### src/rtl/finv_pipe.sv
// finv_pipe: pipelined IEEE-754 binary32 reciprocal, y = 1/x.
//
// One operand per cycle, result two clock edges after the operand is
// sampled. Stage 1 decodes the operand, normalises subnormals with a
// leading-zero count and forms the reciprocal significand by restoring
// division. Stage 2 rounds to nearest-even, resolves underflow/overflow
// and packs the result.
//
// Ports:
//   clk        system clock, rising edge
//   rst        synchronous active-high reset, clears every pipeline register
//   valid_in   x carries a real operand this cycle
//   x          operand {sign, exp[7:0], frac[22:0]}
//   valid_out  y/ovf carry a real result this cycle
//   y          reciprocal, binary32
//   ovf        finite input whose reciprocal rounded to infinity
module finv_pipe #(
   parameter int LATENCY = 2
) (
   input  logic        clk,
   input  logic        rst,
   input  logic        valid_in,
   input  logic [31:0] x,
   output logic        valid_out,
   output logic [31:0] y,
   output logic        ovf
);

   if (LATENCY != 2) begin : g_latency_check
      $error("finv_pipe: only LATENCY=2 is implemented");
   end

   // Result class carried from stage 1 to stage 2. CLS_ZERO is the all-zero
   // encoding so a cleared stage-1 register packs to y=0, ovf=0.
   typedef enum logic [1:0] {
      CLS_ZERO = 2'd0,   // result is +0 (infinite input)
      CLS_FIN  = 2'd1,   // finite input with a nonzero significand
      CLS_INF  = 2'd2,   // result is signed infinity (zero input), ovf=1
      CLS_NAN  = 2'd3    // quiet the input NaN
   } res_cls_t;

   // ---------------------------------------------------------------- stage 1
   logic        sign_in;
   logic [7:0]  exp_in;
   logic [22:0] frac_in;
   logic [4:0]  sh;
   logic [23:0] mant;
   logic        m_one;
   logic [24:0] rem;
   logic [24:0] quo;
   logic [9:0]  be_base;
   res_cls_t    cls_d;
   logic [9:0]  be_d;
   logic [24:0] q_d;
   logic        st_d;

   assign sign_in = x[31];
   assign exp_in  = x[30:23];
   assign frac_in = x[22:0];

   // Shift that brings the top set bit of a subnormal fraction to bit 23.
   always_comb begin
      sh = '0;
      for (int i = 0; i < 23; i++) begin
         if (frac_in[i]) sh = 5'(23 - i);
      end
   end

   assign mant  = (exp_in == 8'd0) ? ({1'b0, frac_in} << sh) : {1'b1, frac_in};
   assign m_one = (mant == 24'h80_0000);

   // quo holds the bits below the leading one of 2^49 / mant. For
   // mant > 2^23 that quotient lies in (2^25, 2^26), so its top bit is
   // always 1 and the first subtraction is done up front.
   always_comb begin
      rem = 25'h100_0000 - {1'b0, mant};
      quo = '0;
      for (int i = 24; i >= 0; i--) begin
         rem = rem << 1;
         if (rem >= {1'b0, mant}) begin
            rem    = rem - {1'b0, mant};
            quo[i] = 1'b1;
         end
      end
   end

   // Biased result exponent before rounding. For mant != 2^23 the quotient
   // represents 2/m, hence the extra -1 relative to an exact power of two.
   //   normal:    253 - exp        subnormal: 252 + sh
   assign be_base = (exp_in != 8'd0) ? (10'd253 - {2'b00, exp_in})
                                     : (10'd252 + {5'b0, sh});

   always_comb begin
      cls_d = CLS_FIN;
      be_d  = be_base + {9'b0, m_one};
      q_d   = m_one ? 25'h0 : quo;
      st_d  = m_one ? 1'b0 : (rem != 25'h0);
      if (exp_in == 8'hFF) begin
         cls_d = (frac_in != 23'h0) ? CLS_NAN : CLS_ZERO;
         // NaN payload rides in the significand field.
         q_d   = {2'b00, frac_in};
         st_d  = 1'b0;
      end else if (exp_in == 8'd0 && frac_in == 23'h0) begin
         cls_d = CLS_INF;
      end
   end

   logic        v1;
   logic        s1;
   res_cls_t    cls1;
   logic [9:0]  be1;
   logic [24:0] q1;
   logic        st1;

   always_ff @(posedge clk) begin
      if (rst) begin
         v1   <= 1'b0;
         s1   <= 1'b0;
         cls1 <= CLS_ZERO;
         be1  <= '0;
         q1   <= '0;
         st1  <= 1'b0;
      end else begin
         v1   <= valid_in;
         s1   <= sign_in;
         cls1 <= cls_d;
         be1  <= be_d;
         q1   <= q_d;
         st1  <= st_d;
      end
   end

   // ---------------------------------------------------------------- stage 2
   logic        rnd;
   logic        carry;
   logic [22:0] frac_r;
   logic [9:0]  be_r;
   logic [31:0] y_d;
   logic        ovf_d;

   // q1[24:2] is the fraction, q1[1] the round bit, q1[0] plus the division
   // remainder form the sticky bit.
   assign rnd             = q1[1] & (q1[0] | st1 | q1[2]);
   assign {carry, frac_r} = {1'b0, q1[24:2]} + 24'(rnd);
   assign be_r            = be1 + {9'b0, carry};

   always_comb begin
      y_d   = 32'h0;
      ovf_d = 1'b0;
      case (cls1)
         CLS_FIN: begin
            if ($signed(be_r) >= 10'sd255) begin
               y_d   = {s1, 8'hFF, 23'h0};
               ovf_d = 1'b1;
            end else if ($signed(be_r) > 10'sd0) begin
               y_d = {s1, be_r[7:0], frac_r};
            end
            // below 2^-126 flushes to +0
         end
         CLS_INF: begin
            y_d   = {s1, 8'hFF, 23'h0};
            ovf_d = 1'b1;
         end
         CLS_NAN: y_d = {s1, 8'hFF, 1'b1, q1[21:0]};
         default: y_d = 32'h0;
      endcase
   end

   always_ff @(posedge clk) begin
      if (rst) begin
         valid_out <= 1'b0;
         y         <= 32'h0;
         ovf       <= 1'b0;
      end else begin
         valid_out <= v1;
         y         <= y_d;
         ovf       <= ovf_d;
      end
   end

endmodule

### config.mk
export PLATFORM = sky130hd
export DESIGN_NAME = finv_pipe
export DESIGN_NICKNAME = d
export VERILOG_FILES = /design/src/rtl/finv_pipe.sv
export SDC_FILE = /design/constraint.sdc
export NUM_CORES = 2
export LEC_CHECK = 0
export ABC_AREA = 1
export CORE_UTILIZATION = 45
export DETAILED_ROUTE_END_ITERATION = 7
export RECOVER_POWER = 25
export SETUP_SLACK_MARGIN = 0.3
export SKIP_CTS_REPAIR_TIMING = 1
export SLEW_MARGIN = 40
export SYNTH_ARGS = -nofsm -noshare
export SYNTH_HDL_FRONTEND = slang
export SYNTH_SLANG_ARGS = --single-unit
export TNS_END_PERCENT = 1
### constraint.sdc
create_clock -name clk -period 94.9 [get_ports clk]
set_clock_uncertainty 0.1 [all_clocks]
set_input_delay 14.235 -clock clk [delete_from_list [all_inputs] [get_ports clk]]
set_output_delay 14.235 -clock clk [all_outputs]
set_load 0.02 [all_outputs]
## Yosys cells after proc, flatten, opt, wreduce, memory -nomap -nowiden

Cells that the tools add are included.

| storage, ports and cells | value |
|---|---|
| bits in read-only memories | 0 |
| memories | 0 |
| logic and storage cells | 169 |
| latch bits | 0 |
| output and inout port bits | 34 |
| bits in registers | 74 |
| memory bits (writable) | 0 |

| operators by class | value |
|---|---|
| equal/unequal tests | 5 |
| $add $sub $neg | 31 |
| $mul | 0 |
| bitwise logic cells | 3 |
| reduce and logical (&&, ||, !) cells | 7 |
| $lt $le $gt $ge | 27 |
| shift-type cells | 1 |
| div/mod/pow operators | 0 |
| multiplexer cells | 85 |

Operators by type and width:

| kind | count |
|---|---|
| $ge A25 B24 Y1 | 25 |
| $mux W24 | 25 |
| $sub A24 B24 Y24 | 24 |
| $mux W5 | 23 |
| $pmux W32 S3 | 1 |
| $mux W32 | 2 |
| $mux W23 | 2 |
| $mux W1 | 26 |
| $mux W25 | 1 |
| $reduce_bool A25 Y1 | 1 |
| $sub A25 B24 Y25 | 1 |
| $add A23 B1 Y24 | 1 |
| $eq A24 B24 Y1 const B | 1 |
| $shl A23 B5 Y24 | 1 |
| $sub A1 B24 Y24 const A | 1 |
| $logic_not A23 Y1 | 1 |
| $reduce_bool A23 Y1 | 1 |
| $add A10 B1 Y10 | 2 |
| $ge A10 B9 Y1 const B | 1 |
| $gt A10 B1 Y1 const B | 1 |
| $mux W10 | 1 |
| $add A8 B5 Y9 const A | 1 |
| $sub A8 B8 Y9 const A | 1 |
| $eq A8 B8 Y1 const B | 1 |
| 10 further kinds | 14 |

## Longest topological paths before layout

| depth | value |
|---|---|
| word-level depth | 78 |
| depth in mapped cells | 651 |
| depth with buffers taken out | 604 |

## Worst setup path before layout

Ideal clock, no wire load.

| timing path | value |
|---|---|
| path type | input port to flip-flop |
| start point | input port x[1] |
| end point | register st1 |
| cell stages on the path | 632 |
| data required time | 94.680 ns |
| path buffers | 52 |
| data arrival time | 103.289 ns |
| path slack | -8.608 ns |
| cells stage by stage | inv_2 -> nand2_1 -> nand2_1 -> nand2_1 -> nand2_1 -> nand2_1 -> nand2_1 -> nand2_1 -> nand2_1 -> nand2_1 -> nand2_1 -> nand2_1 -> nand2_1 -> nand2_1 -> nand2_1 -> nand2_1 -> nand2_1 -> nand2_1 -> [... 596 more ...] -> nand3_1 -> nand2_1 -> nand2_1 -> o211ai_1 -> a21o_1 -> a21oi_1 -> o21ai_0 -> nand3_1 -> nand2_1 -> o2111ai_1 -> a211oi_1 -> nand4_1 -> o21ai_0 -> nand3_1 -> nand2_1 -> o21ai_0 -> a21oi_1 -> a21oi_1 |

| on the way | value |
|---|---|
| cells in the longest elaborated chain, start to end | 76 |

RTL lines:

| what | RTL line | source |
|---|---|---|
| start: declaration | 23 | `input logic [31:0] x,` |
| $mux W5 (22 in a row) | 65 | `if (frac_in[i]) sh = 5'(23 - i);` |
| $shl A23 B5 Y24 | 69 | `assign mant = (exp_in == 8'd0) ? ({1'b0, frac_in} << sh) : {1'b1, frac_in};` |
| $mux W24 (*) | 69 |  |
| $sub A1 B24 Y24 | 76 | `rem = 25'h100_0000 - {1'b0, mant};` |
| $sub A24 B24 Y24 or $ge A25 B24 Y1 (tied branches) | 81, 80 |  |
| $mux W24 | 80 | `if (rem >= {1'b0, mant}) begin` |
| $sub A24 B24 Y24 or $ge A25 B24 Y1 (tied branches) | 81, 80 |  |
| $mux W24 | 80 |  |
| [... 39 more ...] | -- |  |
| $mux W24 | 80 |  |
| $sub A24 B24 Y24 or $ge A25 B24 Y1 (tied branches) | 81, 80 |  |
| $mux W24 | 80 |  |
| $ge A25 B24 Y1 or $sub A24 B24 Y24 (tied branches) | 80, 81 |  |
| $mux W24 | 80 |  |
| $sub A25 B24 Y25 or $ge A25 B24 Y1 (tied branches) | 81, 80 |  |
| $mux W25 | 80 |  |
| $reduce_bool A25 Y1 | 97 | `st_d = m_one ? 1'b0 : (rem != 25'h0);` |
| end signal: assignment | 129 | `st1 <= st_d;` |
| end: declaration | 113 | `logic st1;` |

Mark *: on every way between the ends. The rest lies on a longest branch, timed or not.
A chain may end at the register's enable or synchronous reset.

## Final worst setup path

| timing path | value |
|---|---|
| start point | input port x[19] |
| end point | register st1 |

| on the way | value |
|---|---|
| cells in the longest elaborated chain, start to end | 58 |

RTL lines:

| what | RTL line |
|---|---|
| $mux W5 (4 in a row) | 65 |
| $shl A23 B5 Y24 | 69 |
| $mux W24 (*) | 69 |
| $sub A1 B24 Y24 | 76 |
| $sub A24 B24 Y24 or $ge A25 B24 Y1 (tied branches) | 81, 80 |
| $mux W24 | 80 |
| $sub A24 B24 Y24 or $ge A25 B24 Y1 (tied branches) | 81, 80 |
| $mux W24 | 80 |
| [... 39 more ...] | -- |
| $mux W24 | 80 |
| $sub A24 B24 Y24 or $ge A25 B24 Y1 (tied branches) | 81, 80 |
| $mux W24 | 80 |
| $ge A25 B24 Y1 or $sub A24 B24 Y24 (tied branches) | 80, 81 |
| $mux W24 | 80 |
| $sub A25 B24 Y25 or $ge A25 B24 Y1 (tied branches) | 81, 80 |
| $mux W25 | 80 |
| $reduce_bool A25 Y1 | 97 |

Marked as above.

==> key figures <==
Final layout
  – Non-filler instance count after layout: 7709
  – # diodes: 0
  – Area grow syn2layout: 21.0%
  – Commonest non-fill, non-tap cell in the layout: nand2_1
  – Total of fill cells in the finished design: 8324
  – Finished Core Util: 0.553
  – Share of cells above drive strength 1: 0.168
  – Commonest cells after routing, fill and taps aside: nand2_1, inv_1, ha_1
  – Nets: 7268

Route
  – Routed vias: 42689
  – Via density: 5.54
  – Initial DRC count: 2603
  – Antenna Nets Post-Route: 0
  – Routed wire per std cell: 18.6 um
  – 1st-pass router iterations: 8
  – DRC viols: 3
  – Final wirelength: 143000 um

Placement
  – Placed insts: 7530
  – IO buf count: 68
  – RD Place Congestion: 0.979
  – DP Wirelength: 111000 um

Timing
  – Crit share post-route: 0.943
  – Max frequency: 11.2 MHz
  – Slew @ Worst Pin: 0.902 ns
  – Minimum clock period: 89.46 ns
  – WHS: 0.304 ns
  – Setup TNS: 0 ns
  – Max transition margin: 0.397
  – Slew Viols, Final: 0
  – Fin. Hold Viols: 0
  – Final number of setup-violating endpoints: 0

Logic synthesis
  – Number of synthesized flops with an enable pin: 0
  – Top_reg_cell synth: dfxtp_1
  – Area share of the largest cell type after synthesis: 0.200
  – Sequential cell area fraction in the yosys report: 0.0401
  – Synth Cell Area: 36900 sq um
  – Synth top area cells: ha_1, nand2_1, a21oi_1
  – Post-Synthesis Cells: 6192
  – Post-Synthesis Net Count: 6816
  – Async SR Flop Fraction: 0
  – Flops & latches, synth: 74
  – Ys Warns: 0
  – Yosys cell types: 61
  – Synth Area per Inst: 5.96 sq um
  – Yosys top cell by area: ha_1

Critical path
  – Max FO, Critical Path: 13
  – Top delay family on crit path: compound AO/OA/AOI/OAI gates
  – Worst setup EP type: flip-flop
  – Peak per-stage delay on the critical path: 0.57 ns
  – Startpoint type of the worst setup path: primary input
  – Worst endpoint required time: 95.00 ns
  – Most used cell along the critical path: a21oi_2
  – CP Buf/Inv Count: 72
  – Slowest-stage cell, CP: clkdlybuf4s50_1
  – CP arrival: 89.56 ns
  – WS Path Type: in -> reg
  – Worst R2R Start: q1[2]$_SDFF_PP0_
  – CP startpoint: x[19]

CTS
  – CTS Buf Count: 9
  – Clock Pin Slew Worst Setup and Hold Paths: 0.06 ns
  – CTS root buffer: clkbuf_16
  – CTS Sinks: 74
  – Worst-Skew Late Latency: 0.33 ns
  – Clock buffer depth: 2
  – Htree depth: 3
  – CTS tree: done

Die
  – Die ar.: 83100 sq um
  – # rows: 104
  – Die W: 288 um
  – Initial Utilization: 0.457
  – Total I/O pin count: 69
  – Chip Height: 288 um
  – Core Area: 80800 sq um

Global routing
  – GRT Resource Usage Total: 0.323
  – Overflow after GRT: 0
  – Pin count of the biggest net entering global routing: 37
  – Number of global-route vias before repair: 38319
  – Initial antenna violation count: 3
  – First-pass GRT wire length: 213000 um

Outcome
  – Outcome: finished, violations left
  – Failing checks: DRC

Run
  – Max_cap viols: 0

Hold path
  – Hold crit path type: reg -> reg
  – Worst hold path startpoint: v1$_SDFF_PP0_
[tightest hold or removal path: cells and delay by family (launching register included)]
| family | cells | cell delay [ns] |
|---|---|---|
| buffers and inverters | 1 | 0.04 |
| DFF | 1 | 0.29 |
| and+or+nand+nor | 1 | 0.03 |
[final timing paths]
check / slack [ns] / cells past startpoint / to
worst min register to register: 0.30 / 2 / valid_out$_SDFF_PP0_
worst max register to register: 89.75 / 34 / y[21]$_SDFF_PP0_
worst max-delay path: 5.44 / 587 / st1$_SDFF_PP0_
worst min-delay path: 0.30 / 2 / valid_out$_SDFF_PP0_
[synthesized netlist by cell type (all sizes together) (4+ instances only)]
cell type and number:
nand3 442, buf 72, a21oi 596, a32oi 13
nor2 369, a31oi 36, a22oi 4, a221o 30
nor4 37, o211ai 10, clkbuf 66, inv 736
o21bai 39, o21ai 542, o31ai 6, nor3 39
a41oi 7, clkinv 10, xor2 294, xnor2 289
or2 20, a21boi 23, o21a 8, a221oi 9
nand2 1705, o22ai 26, dfxtp 74, ha 589
nand4 42, o221ai 5, a21o 35
[metrics by stage]
stage               instance area, sq um  worst slack [ns]
floorplan                          37600             0.304
CTS                                41600            -0.911
global placement                   41200             0.477
detailed placement                 41200            -0.854
global route                       44700            -0.825
finish                             44700              5.44
[final cells by class]
| class | count | area, sq um | share of cell area |
|---|---|---|---|
| Clock buffer | 10 | 239 | 0.00535 |
| Timing Repair Buffer | 569 | 4760 | 0.107 |
| Clock inverter | 6 | 113 | 0.00252 |
| Inverter | 748 | 2890 | 0.0648 |
| Sequential cell | 74 | 1480 | 0.0332 |
| Multi-Input combinational cell | 5242 | 33800 | 0.758 |
| Tap cell | 1060 | 1330 | 0.0297 |
[layer usage]
metal	vias up	routed length [um]	track usage
met4	4	6180	0.116
met5	-	40	0
met1	19539	62300	0.410
met2	1146	68500	0.573
li1	21712	-	-
met3	288	6530	0.0207
[logic make-up (layout without fill, tap and decap cells)]
family,after synthesis,after routing,share of synthesized area
flip-flops,74,74,0.0401
XOR/XNOR,583,583,0.138
AO/OA/AOI/OAI,1400,1400,0.209
AND/OR/NAND/NOR,2660,2670,0.311
buffers and inverters,886,1333,0.101
adder cells (fa/ha/maj),589,589,0.200
[sequential cells by signal, summed over array words and instances, names as in the netlist]
| signal | count |
|---|---|
| be1 | 10 |
| cls1 | 2 |
| ovf | 1 |
| q1 | 25 |
| s1 | 1 |
| st1 | 1 |
| v1 | 1 |
| valid_out | 1 |
| y | 32 |
Power is not shown: default switching activity piles up to over one toggle a cycle in this logic, so the estimate is an artifact.
